<file path="config.mk">
export PLATFORM = sky130hd
export DESIGN_NAME = mem_arbiter
export DESIGN_NICKNAME = d
export VERILOG_FILES = /design/src/rtl/mem_arbiter.sv
export SDC_FILE = /design/constraint.sdc
export NUM_CORES = 1
export LEC_CHECK = 0
export CORE_MARGIN = 1.5
export CORE_UTILIZATION = 46
export CTS_CLUSTER_SIZE = 30
export DETAILED_ROUTE_END_ITERATION = 10
export PLACE_DENSITY = 0.84
export SKIP_CTS_REPAIR_TIMING = 1
export SLEW_MARGIN = 5
export SYNTH_ARGS = -nofsm -noshare
export SYNTH_HDL_FRONTEND = slang
export SYNTH_SLANG_ARGS = --single-unit
</file>
<file path="constraint.sdc">
create_clock -name clk -period 3.1 [get_ports clk]
set_clock_uncertainty 0.1 [all_clocks]
set_input_delay 0.62 -clock clk [delete_from_list [all_inputs] [get_ports clk]]
set_output_delay 0.62 -clock clk [all_outputs]
set_load 0.01 [all_outputs]
</file>
<file path="src/rtl/mem_arbiter.sv">
// Two-requester arbiter/sequencer for a synchronous single-port memory.
// One transaction in flight at a time; responses return to the granted requester.
module mem_arbiter #(
  parameter int ADDR_W     = 5,
  parameter int DATA_W     = 8,
  parameter int MEM_RD_LAT = 1,
  parameter int ARB_MODE   = 0
) (
  input  logic              clk,
  input  logic              rst_n,

  input  logic              req0_valid,
  input  logic              req0_we,
  input  logic [ADDR_W-1:0] req0_addr,
  input  logic [DATA_W-1:0] req0_wdata,
  output logic              req0_ready,
  output logic              rsp0_valid,
  output logic [DATA_W-1:0] rsp0_rdata,

  input  logic              req1_valid,
  input  logic              req1_we,
  input  logic [ADDR_W-1:0] req1_addr,
  input  logic [DATA_W-1:0] req1_wdata,
  output logic              req1_ready,
  output logic              rsp1_valid,
  output logic [DATA_W-1:0] rsp1_rdata,

  output logic              mem_read,
  output logic              mem_write,
  output logic [ADDR_W-1:0] mem_addr,
  output logic [DATA_W-1:0] mem_data_in,
  input  logic [DATA_W-1:0] mem_data_out,

  output logic              busy
);

  localparam int CNT_W = 3;

  typedef enum logic [1:0] {IDLE, ACCESS, RDWAIT} state_e;

  state_e            state_q;
  logic              last_grant_q;
  logic              id_q;
  logic              we_q;
  logic [CNT_W-1:0]  cnt_q;

  logic              win1;
  logic              sel_we;
  logic [ADDR_W-1:0] sel_addr;
  logic [DATA_W-1:0] sel_wdata;

  // NOTE: every always_comb output gets a default first so no path leaves it
  // unassigned; a missing default is how latches get inferred.
  always_comb begin
    win1 = req1_valid;
    if (req0_valid && req1_valid) begin
      win1 = (ARB_MODE == 0) && !last_grant_q;
    end
  end

  assign sel_we    = win1 ? req1_we    : req0_we;
  assign sel_addr  = win1 ? req1_addr  : req0_addr;
  assign sel_wdata = win1 ? req1_wdata : req0_wdata;

  assign req0_ready = (state_q == IDLE) && req0_valid && !win1;
  assign req1_ready = (state_q == IDLE) && req1_valid &&  win1;
  assign busy       = (state_q != IDLE);

  // NOTE: sequential state uses non-blocking assignments only, so every
  // register samples pre-edge values regardless of statement order.
  always_ff @(posedge clk or negedge rst_n) begin
    if (!rst_n) begin
      state_q      <= IDLE;
      last_grant_q <= 1'b1;
      id_q         <= 1'b0;
      we_q         <= 1'b0;
      cnt_q        <= '0;
      mem_read     <= 1'b0;
      mem_write    <= 1'b0;
      mem_addr     <= '0;
      mem_data_in  <= '0;
      rsp0_valid   <= 1'b0;
      rsp1_valid   <= 1'b0;
      rsp0_rdata   <= '0;
      rsp1_rdata   <= '0;
    end else begin
      mem_read   <= 1'b0;
      mem_write  <= 1'b0;
      rsp0_valid <= 1'b0;
      rsp1_valid <= 1'b0;
      case (state_q)
        IDLE: begin
          // The memory pins are loaded at accept so the strobe lands in the ACCESS cycle.
          if (req0_ready || req1_ready) begin
            id_q         <= win1;
            we_q         <= sel_we;
            last_grant_q <= win1;
            mem_addr     <= sel_addr;
            mem_write    <= sel_we;
            mem_read     <= !sel_we;
            if (sel_we) mem_data_in <= sel_wdata;
            state_q      <= ACCESS;
          end
        end
        ACCESS: begin
          if (we_q) begin
            rsp0_valid <= !id_q;
            rsp1_valid <= id_q;
            state_q    <= IDLE;
          end else begin
            cnt_q   <= CNT_W'(MEM_RD_LAT);
            state_q <= RDWAIT;
          end
        end
        RDWAIT: begin
          if (cnt_q == CNT_W'(1)) begin
            if (id_q) begin
              rsp1_rdata <= mem_data_out;
              rsp1_valid <= 1'b1;
            end else begin
              rsp0_rdata <= mem_data_out;
              rsp0_valid <= 1'b1;
            end
            state_q <= IDLE;
          end else begin
            cnt_q <= cnt_q - CNT_W'(1);
          end
        end
        default: state_q <= IDLE;
      endcase
    end
  end

endmodule

</file>
==> run summary <==
cells along the critical path - clkdlybuf4s50_1, a21boi_2, buf_4, nor2_1, clkdlybuf4s50_1
Avg Cell Area, Syn - 12.5 sq um
crit path DAT - 2.03 ns
Yosys reg bits - 41
area leader, netlist - dfrtp_1
Worst path top cell family by delay - buffers and inverters
Total Routing Usage GR - 20.3%
CTS tree - built
Die X-Extent - 67.3 um
Critical path buffers and inverters - 3
post-synth cell types - 31
Detailed Place HPWL - 3.05 mm
Internal Pwr Total - 1.71 mW
gr ovfl total - 0
sequential fraction of design power - 36.0%
crit-path most repeated cell - clkdlybuf4s50_1
sw frac - 33.9%
fin cells - 283
final setup violation count - 0
Hold WS - 0.337 ns
clock power share - 14.1%
Critical Path Source Type - input pin
clk_lat worst skew - 0.30 ns
Synth Warn # - 0
number of fill cells - 310
IO buf count - 75
dpl cells - 275
H-tree lvl count - 2
GPL Wtd Cong - 0.715
ANT cells - 0
final net count - 278
largest net degree at the start of global routing - 42
Gate power share - 50.0%
status - completed
final setup TNS - 0 ns
clock root cell - clkbuf_8
vias per cell - 5.22
RSZ-0062 raised after global routing - false
Post-Syn Area - 0.00190 sq mm
Tcrit/Tclk final - 88.7%
Slew headroom - 42.5%
WP data required - 2.38 ns
Fin. Hold Viols - 0
Starting Density - 47.6%
CP peak stage delay - 0.54 ns
commonest non-fill, non-tap cell in the layout - clkdlybuf4s50_1
DRC - 0
core area - 0.00400 sq mm
Hold WC Path Type - input pin to asynchronous set/reset pin
f_max - 0.364 GHz
cts bufs inserted - 5
clock sink count - 41
fraction of layout cells with a size suffix above 1 - 18.0%
First DRT Iteration DRCs - 45
drt wl/cell - 14.7 um
top cells by area, synth - dfrtp_1 (53%), mux2_2 (9.5%), a2bb2oi_2 (6.3%), ha_1 (3.9%), mux2i_1 (3.2%)
site row count - 23
vias in the first global route - 1464
share of the synthesized area in the top cell type - 52.6%
first-pass GRT wire length - 6.69 mm
max-cap viol count - 0
CTS max path bufs - 2
pre-CTS setup slack - 0.356 ns
Max Transition Viols Final - 0
Clk pin slew, worst setup/hold paths - 0.08 ns
static leakage - 1.18 nW
Final ANT Viol Nets - 0
synth-to-layout area growth - 46.8%
Worst Setup End Kind - output port
die area - 0.00453 sq mm
worst-path fanout max - 5
post-synthesis sequential area ratio - 53.9%
Net Sw Power - 0.874 mW
Slew @ Worst Pin - 0.862 ns
# IOs - 76
First-pass DRT Iterations - 4
final worst slack - 0.351 ns
antenna violations before repair - 0
Mapped Nets - 198
kind of critical path - input pin to output port
commonest non-fill, non-tap cells in the layout - clkdlybuf4s50_1 (74), dfrtp_1 (40), mux2_2 (16), nor2_1 (10), a21oi_1 (9)
critical path's slowest cell - clkdlybuf4s50_1
vias after detailed routing - 1476
final WL - 4.17 mm
min cycle time layout - 2.75 ns
maximum VDD drop - 0.497 mV
height of the die - 67.3 um
PD cells - 923 mW/mm^2
Cells after Synth - 152
==> routing by layer <==
layer  vias to the layer above  GRT usage [%]  wire, um
met5                         -              0         0
li1                        704              -         -
met4                         0           13.3       167
met1                       686           25.2      1720
met2                        72           29.7      1960
met3                        14           7.50       325
==> flip-flops by register name (all words and copies together) (netlist names), 2 cells and up <==
| name | count |
|---|---|
| cnt_q | 3 |
| rsp1_rdata | 8 |
| rsp0_rdata | 8 |
| state_q | 2 |
| mem_data_in | 8 |
| mem_addr | 5 |
==> worst paths after layout <==
path / from / end / slack, ns / depth (start not counted)
max in group asynchronous: rst_n / rsp1_valid / 2.03 / 1
min in group clk: rsp1_rdata[6] / rsp1_rdata[6] / 0.41 / 1
max reg2reg: cnt_q[1] / rsp0_rdata[3] / 1.16 / 6
min reg2reg: rsp1_rdata[6] / rsp1_rdata[6] / 0.41 / 1
min: rst_n / mem_data_in[3] / 0.34 / 1
max: req1_valid / req0_ready / 0.35 / 5
==> worst register-to-register path: stages (launching register included) <==
cell and delay (ns):
dfrtp_1 0.38, inv_1 0.10, ha_1 0.19, nor2b_1 0.24, nand2_1 0.16, nor2_4 0.26, mux2_2 0.40
==> Yosys cell counts <==
library cell and number:
nor2b_1 1, o32ai_1 1, inv_1 6, nand3_1 4, mux2i_1 6, buf_6 2, mux2_2 16, a21oi_1 9
nor2_4 1, o22ai_1 8, nand2_4 1, and3_1 1, or2b_1 1, and3b_1 1, ha_1 6, nand2b_1 5
nor2_1 10, o21ai_0 5, clkbuf_1 1, a22o_1 2, buf_2 2, o21ai_2 1, dfstp_2 1, a21boi_4 1
a2bb2oi_2 8, a21boi_2 1, a22oi_1 2, dfrtp_1 40, nand2_1 6, o21a_1 1, and2_1 2
==> cells by family after synthesis <==
logic type	Yosys count	share of synthesized area (%)
AND/OR/NAND/NOR	33	9.20
adder cells (fa/ha/maj)	6	3.94
multiplexers	22	12.6
buffers and inverters	11	3.09
flip-flops	41	53.9
AO/OA/AOI/OAI	39	17.2
==> stage by stage <==
stage,power [mW],instance area (sq um),util [%]
5_1_grt,2.75,2800,69.9
2_1_floorplan,1.59,1900,-
3_3_place_gp,2.18,2700,67.5
6_report,2.58,2800,69.9
4_1_cts,2.60,2800,69.9
3_5_place_dp,2.22,2700,67.5
==> power groups by stage <==
stage / Combinational (mW) / Sequential (mW) / Clock (mW)
CTS: 1.30 / 0.930 / 0.372
finish: 1.29 / 0.927 / 0.363
global route: 1.39 / 0.958 / 0.395
detailed placement: 1.29 / 0.933 / 0
floorplan: 0.577 / 1.02 / 0
global placement: 1.26 / 0.921 / 0
==> cell type report <==
class                   instances  area, sq um  share of cell area, %
flip-flops and latches         41         1030                   36.8
multi-input cells             100          818                   29.3
repair buffers                 78          768                   27.5
clock buffers                   6         82.6                   2.95
well taps                      50         62.6                   2.24
inverters                       6         22.5                  0.806
clock inverters                 2         13.8                  0.492
No activity file was read; power rests on OpenSTA's default activity.
